File: src/rtl/mem_arbiter_pkg.sv
// Shared types and constants for the ifu/lsu memory-bus arbiter.
package mem_arbiter_pkg;

   localparam int unsigned XLEN = 32;

   typedef enum logic [1:0] {
      ArbIdle = 2'b00,
      ArbReq  = 2'b01,
      ArbResp = 2'b10
   } arb_state_e;

   localparam logic OwnIfu = 1'b0;
   localparam logic OwnLsu = 1'b1;

   localparam logic [2:0] MemOpWord = 3'b010;

endpackage

File: src/rtl/mem_arbiter_arb_pick2.sv
// Two-way requester picker. Fixed LSU priority by default; define MEM_ARB_RR_EN to hand
// contention to whichever requester did not own the last completed transaction.
module mem_arbiter_arb_pick2
   import mem_arbiter_pkg::*;
(
`ifdef MEM_ARB_RR_EN
   input  logic       last_owner_i,
`endif
   input  logic       ifu_valid_i,
   input  logic       lsu_valid_i,
   output logic [1:0] gnt_o          // {lsu, ifu}
);

   logic prefer_ifu;

`ifdef MEM_ARB_RR_EN
   assign prefer_ifu = (last_owner_i == OwnLsu);
`else
   assign prefer_ifu = 1'b0;
`endif

   assign gnt_o[0] = ifu_valid_i && (!lsu_valid_i || prefer_ifu);
   assign gnt_o[1] = lsu_valid_i && (!ifu_valid_i || !prefer_ifu);

endmodule

File: src/rtl/mem_arbiter.sv
// Single-outstanding arbiter sharing one memory bus between fetch (ifu) and load/store (lsu).
// Optional round-robin contention handling is enabled by defining MEM_ARB_RR_EN.
module mem_arbiter
   import mem_arbiter_pkg::*;
#(
   parameter int unsigned AW = XLEN,
   parameter int unsigned DW = XLEN
) (
   input  logic          clk,
   input  logic          rst_n,
   input  logic          ifu_valid,
   input  logic [AW-1:0] ifu_addr,
   output logic          ifu_ready,
   output logic          ifu_rvalid,
   output logic [31:0]   ifu_rdata,
   input  logic          lsu_valid,
   input  logic          lsu_wr,
   input  logic [2:0]    lsu_op,
   input  logic [AW-1:0] lsu_addr,
   input  logic [DW-1:0] lsu_wdata,
   output logic          lsu_ready,
   output logic          lsu_rvalid,
   output logic [DW-1:0] lsu_rdata,
   output logic          mem_req,
   output logic          mem_wr,
   output logic [2:0]    mem_op,
   output logic [AW-1:0] mem_addr,
   output logic [DW-1:0] mem_wdata,
   input  logic          mem_gnt,
   input  logic          mem_rvalid,
   input  logic [DW-1:0] mem_rdata
);

   arb_state_e    state_q;
   logic          owner_q;
   logic          mem_req_q;
   logic          mem_wr_q;
   logic [2:0]    mem_op_q;
   logic [AW-1:0] mem_addr_q;
   logic [DW-1:0] mem_wdata_q;
   logic [1:0]    gnt;
   logic          resp_done;

`ifdef MEM_ARB_RR_EN
   logic          last_owner_q;
`endif

   mem_arbiter_arb_pick2 u_pick (
`ifdef MEM_ARB_RR_EN
      .last_owner_i (last_owner_q),
`endif
      .ifu_valid_i  (ifu_valid),
      .lsu_valid_i  (lsu_valid),
      .gnt_o        (gnt)
   );

   // Readies are masked by reset so nothing looks accepted while the block is held in reset.
   assign ifu_ready  = rst_n && (state_q == ArbIdle) && gnt[0];
   assign lsu_ready  = rst_n && (state_q == ArbIdle) && gnt[1];

   assign resp_done  = (state_q == ArbResp) && mem_rvalid;
   assign ifu_rvalid = resp_done && (owner_q == OwnIfu);
   assign lsu_rvalid = resp_done && (owner_q == OwnLsu);
   assign ifu_rdata  = ifu_rvalid ? mem_rdata[31:0] : 32'h0;
   assign lsu_rdata  = (lsu_rvalid && !mem_wr_q) ? mem_rdata : '0;

   assign mem_req    = mem_req_q;
   assign mem_wr     = mem_wr_q;
   assign mem_op     = mem_op_q;
   assign mem_addr   = mem_addr_q;
   assign mem_wdata  = mem_wdata_q;

   always_ff @(posedge clk or negedge rst_n) begin
      if (!rst_n) begin
         state_q      <= ArbIdle;
         owner_q      <= OwnLsu;
         mem_req_q    <= 1'b0;
         mem_wr_q     <= 1'b0;
         mem_op_q     <= 3'b000;
         mem_addr_q   <= '0;
         mem_wdata_q  <= '0;
`ifdef MEM_ARB_RR_EN
         last_owner_q <= OwnIfu;
`endif
      end else begin
         unique case (state_q)
            ArbIdle: begin
               if (gnt[1]) begin
                  owner_q     <= OwnLsu;
                  mem_req_q   <= 1'b1;
                  mem_wr_q    <= lsu_wr;
                  mem_op_q    <= lsu_op;
                  mem_addr_q  <= lsu_addr;
                  mem_wdata_q <= lsu_wdata;
                  state_q     <= ArbReq;
               end else if (gnt[0]) begin
                  owner_q     <= OwnIfu;
                  mem_req_q   <= 1'b1;
                  mem_wr_q    <= 1'b0;
                  mem_op_q    <= MemOpWord;
                  mem_addr_q  <= ifu_addr;
                  mem_wdata_q <= '0;
                  state_q     <= ArbReq;
               end
            end
            ArbReq: begin
               if (mem_gnt) begin
                  mem_req_q <= 1'b0;
                  state_q   <= ArbResp;
               end
            end
            ArbResp: begin
               if (mem_rvalid) begin
                  state_q      <= ArbIdle;
`ifdef MEM_ARB_RR_EN
                  last_owner_q <= owner_q;
`endif
               end
            end
            default: state_q <= ArbIdle;
         endcase
      end
   end

endmodule

File: config.mk
export PLATFORM = sky130hd
export DESIGN_NAME = mem_arbiter
export DESIGN_NICKNAME = d
export VERILOG_FILES = /design/src/rtl/mem_arbiter_pkg.sv /design/src/rtl/mem_arbiter_arb_pick2.sv /design/src/rtl/mem_arbiter.sv
export SDC_FILE = /design/constraint.sdc
export NUM_CORES = 1
export LEC_CHECK = 0
export ABC_AREA = 1
export BUFFER_PORTS_ARGS = -buffer_cell sky130_fd_sc_hd__buf_2
export CORE_AREA = 5 5 103 105
export CTS_BUF_LIST = sky130_fd_sc_hd__clkbuf_4
export DETAILED_ROUTE_END_ITERATION = 6
export DIE_AREA = 0 0 108 110
export PLACE_DENSITY = 0.78
export SYNTH_ARGS = -nofsm -noshare
export SYNTH_HDL_FRONTEND = slang
export SYNTH_SLANG_ARGS = --single-unit
File: constraint.sdc
create_clock -name clk -period 1.9 [get_ports clk]
set_clock_uncertainty 0.15 [all_clocks]
set_input_delay 0.38 -clock clk [delete_from_list [all_inputs] [get_ports clk]]
set_output_delay 0.38 -clock clk [all_outputs]
set_load 0.02 [all_outputs]
Word-level counts from Yosys, hierarchy flattened --
Cells that the tools add are included.
Storage, ports and cells: register bits after elaboration 72, input bits 138
Cells by class: eq/ne operators 5, multiplexer cells 20, bitwise operators 1, reduce and logical (&&, ||, !) cells 16
Operators by type and width (count):
- $mux 32 | 6
- $logic_and 1x1->1 | 8
- $mux 2 | 4
- $mux 1 | 6
- $mux 3 | 2
- $pmux 2 s3 | 1
- $reduce_and 3->1 | 2
- $ne 2x2->1 const B | 2
- $reduce_bool 2->1 | 2
- $ne 3x3->1 const B | 1
- $eq 2x1->1 const B | 1
- $eq 2x2->1 const B | 1
- $logic_not 1->1 | 2
- $logic_not 2->1 | 1
- $pmux 1 s2 | 1
- $reduce_and 2->1 | 1
- $not 1->1 | 1

Depth between registers and ports, before layout --
depth after elaboration 5, mapped depth 6, mapped depth without buffers 5

Hierarchy --
Synthesis repeated with hierarchy kept, for this count alone.
Second synthesis, totals: cells, all modules 530, area total of the unflattened synthesis 3714.8 um^2
Modules (own cells, without submodules):
- mem_arbiter | instances 1, cells each 527, area each 3697.3 um^2, seq. area each 1803.0 um^2
- mem_arbiter_arb_pick2 | instances 1, cells each 3, area each 17.5 um^2, seq. area each 0.0 um^2

Worst setup path after synthesis --
No wires, ideal clock.
kind flip-flop to output port, start register owner_q, end output lsu_rdata[22], arrival time 1347 ps, data required time 1370 ps, slack 23 ps, stages on the path, launching flop included 4, cell sequence dfstp_2 nand4_1 buf_2 nor3_1
On the way: longest elaborated chain between the ends 3
Ends and longest elaborated chain:
- from (decl) | RTL line mem_arbiter.sv:35 | logic owner_q;
- from (signal assigned) | RTL line mem_arbiter.sv:76 | owner_q <= OwnLsu;
- from (signal assigned) | RTL line mem_arbiter.sv:89 | owner_q <= OwnLsu;
- from (signal assigned) | RTL line mem_arbiter.sv:97 | owner_q <= OwnIfu;
- $logic_and 1x1->1 | RTL line mem_arbiter.sv:63 | assign lsu_rvalid = resp_done && (owner_q == OwnLsu);
- $logic_and 1x1->1 | RTL line mem_arbiter.sv:65 | assign lsu_rdata = (lsu_rvalid && !mem_wr_q) ? mem_rdata : '0;
- $mux 32 | RTL line mem_arbiter.sv:65
- to (decl) | RTL line mem_arbiter.sv:23 | output logic [DW-1:0] lsu_rdata,
No other way between the ends.

Worst setup path in the final report --
start register owner_q, end output lsu_rdata[30]
The elaborated chain is that of the path after synthesis.

==> flow_summary.json <==
{
  "port_buffers": 274,
  "rows": 36,
  "overflow": 0,
  "critPathKind": "reg -> out",
  "drtPass1Iterations": 6,
  "die-height_um": 110,
  "slew_viol_final": 0,
  "postRouteAntennaNets": 0,
  "synth_nets": 666,
  "htree_levels": 3,
  "yosysUniqueCellTypes": 15,
  "drc_errors": 0,
  "antenna_found_initial": 1,
  "dp_hpwl_mm": 9.73,
  "slowest_stage": "dfstp_2",
  "synth_cells": 528,
  "r2r_slack_ps": 400,
  "fin_crit_ps": 2270,
  "maxCapViolations": 0,
  "peakVddDrop_mv": 0.587,
  "worst_pin_slew_ps": 639,
  "power.density_nw_per_um2": 1230,
  "clk_latency_ps": 390,
  "fin_total_pwr_w": 0.00782,
  "rsz0062_at_grt": "true",
  "max_stage_delay_ps": 560,
  "fin_nets": 939,
  "start_util": 0.389,
  "grt_pass1_wl_mm": 18.3,
  "crit_path_start_kind": "flop",
  "worstPathRequired_ps": 1370,
  "finalHoldViolCount": 0,
  "die_w_um": 108,
  "period_share": 1.20,
  "reg2reg_from": "state_q[0]",
  "drt_wl_total_mm": 15.0,
  "min_from": "mem_gnt",
  "fmaxAchievable_mhz": 440,
  "place_congestion": 0.802,
  "hold_ws_ps": 39.9,
  "syn_area_um2": 3710,
  "clk_pin_slew_ps": 110,
  "design.die.area_um2": 11900,
  "p_leak_nw": 3.70,
  "slew_headroom": 0.574,
  "crit_path_end_kind": "output pin",
  "crit_chain": "nand4_1, buf_6, buf_6, nor3_2, buf_4",
  "cts_buffers": 9,
  "drive_gt1_frac": 0.476,
  "grt_util_all_layers": 0.194,
  "ys_seq_area_frac": 0.486,
  "nFillCells": 773,
  "hold_class": "in -> reg",
  "setup_viol": 67,
  "crit_top_cell": "buf_6",
  "min_path_cells": 2,
  "via_per_inst": 4.78,
  "root_buffer": "clkbuf_4",
  "io_pins": 275,
  "clock-sinks": 72,
  "synth_seq_cells": 72,
  "yosysWarnings": 0,
  "dr_total_vias": 4493,
  "crit_fanout": 8,
  "tritoncts": "done",
  "coreArea_um2": 9550,
  "tns_ps": -17990,
  "rr_endpoint": "mem_wdata[4]",
  "status": "finished, violations left",
  "drt-initial-drc-count": 274,
  "syn_to_final_growth_pct": 70.9,
  "holdPathEnd": "state_q[0]",
  "finalWorstSetupSlack_ps": -372,
  "violations": "negative setup slack",
  "rr_worst_depth": 5,
  "grt_max_degree": 80,
  "wire_per_inst_um": 16.0,
  "grt_pass1_vias": 3858,
  "synth.avg_cell_area_um2": 7.03,
  "cts_buffer_depth": 2,
  "worstPathArrival_ps": 1740
}
[critical path, delay by kind of cell (launching register included)]
family / cells / cell delay, ps
AND/OR/NAND/NOR: 2 / 280
buffers and inverters: 3 / 500
flip-flops: 1 / 560
[cell type report]
type	count	area, um^2	area share
inverters	71	267	0.0420
well taps	133	166	0.0262
repair buffers	297	2050	0.323
clock inverters	6	60.1	0.00947
clock buffers	10	75.1	0.0118
flip-flops and latches	72	1800	0.284
multi-input cells	350	1920	0.303
diodes	1	2.50	0.000394
[how the worst max path moves through the flow]
stage,startpoint,cells past startpoint,slack [ps],end
finish,owner_q,5,-370,lsu_rdata[30]
global route,state_q[0],6,-460,lsu_rdata[30]
CTS,owner_q,4,-320,lsu_rdata[25]
detailed placement,owner_q,4,150,lsu_rdata[7]
global placement,owner_q,4,190,lsu_rdata[7]
floorplan,owner_q,3,20,lsu_rdata[22]
[logic make-up after synthesis]
logic type,Yosys count,synth area share
simple gates,314,0.343
compound gates,36,0.0529
flops,72,0.486
buf+inv,106,0.119
[timing repair]
action	CTS	global route
resized for setup	13	206
buffers inserted	0	3
endpoints found under the hold margin	71	0
endpoints found under the setup margin	68	68
hold buffers	1	0
pin swaps	0	2
gates cloned	0	6
[power breakdown]
group / switching, W / internal, W / total (W)
Sequential: 0.000374 / 0.00222 / 0.00259
Clock: 0.000523 / 0.000410 / 0.000933
Combinational: 0.00282 / 0.00148 / 0.00429
[cell usage after synthesis]
master,n,area share
o21ai_4,1,0.0044
clkbuf_1,10,0.010
inv_1,71,0.072
o31ai_1,2,0.0040
dfrtp_1,71,0.48
nand2_1,206,0.21
o21ai_0,33,0.044
nor2_2,1,0.0017
nor2_1,36,0.036
nor3_1,32,0.043
nand3_1,37,0.050
dfstp_2,1,0.0071
nand4_1,2,0.0034
buf_2,20,0.027
buf_4,5,0.010
[metal layers]
| layer | routed length, um | vias to the layer above | part of all wire | global-route usage |
|---|---|---|---|---|
| met5 | 0 | - | 0 | 0 |
| met4 | 635 | 0 | 0.042 | 0.0640 |
| met3 | 1340 | 48 | 0.089 | 0.0542 |
| met2 | 7730 | 231 | 0.52 | 0.364 |
| met1 | 5300 | 2062 | 0.35 | 0.210 |
| li1 | - | 2152 | - | - |
[through the flow]
| stage | std cells | cell area, um^2 | util | setup WS (ps) |
|---|---|---|---|---|
| floorplan | 528 | 3710 | - | 23.4 |
| global placement | 913 | 5270 | 0.551 | 194 |
| detailed placement | 913 | 5270 | 0.551 | 146 |
| CTS | 930 | 5450 | 0.571 | -316 |
| global route | 940 | 6340 | 0.664 | -459 |
| finish | 940 | 6340 | 0.664 | -372 |
[registers in the layout, summed over array words and instances, names as in the netlist]
name / count
mem_wdata: 32
mem_wr: 1
state_q: 2
mem_addr: 32
mem_req: 1
mem_op: 3
owner_q: 1
[cells in the final DEF (no fill, tap or decap), types with 2 or more instances in the layout]
cell / n
buf_6: 44
clkbuf_4: 10
inv_2: 2
nand2_1: 205
nor2_2: 3
buf_4: 34
o31ai_1: 2
clkinv_2: 2
nor2_4: 32
buf_2: 206
nor2_1: 2
dfrtp_1: 71
clkbuf_16: 4
nor3_4: 6
nand3_1: 36
buf_12: 8
nor3_2: 26
inv_1: 69
nand4_1: 2
o21ai_0: 33
(Power assumes the default switching activity.)
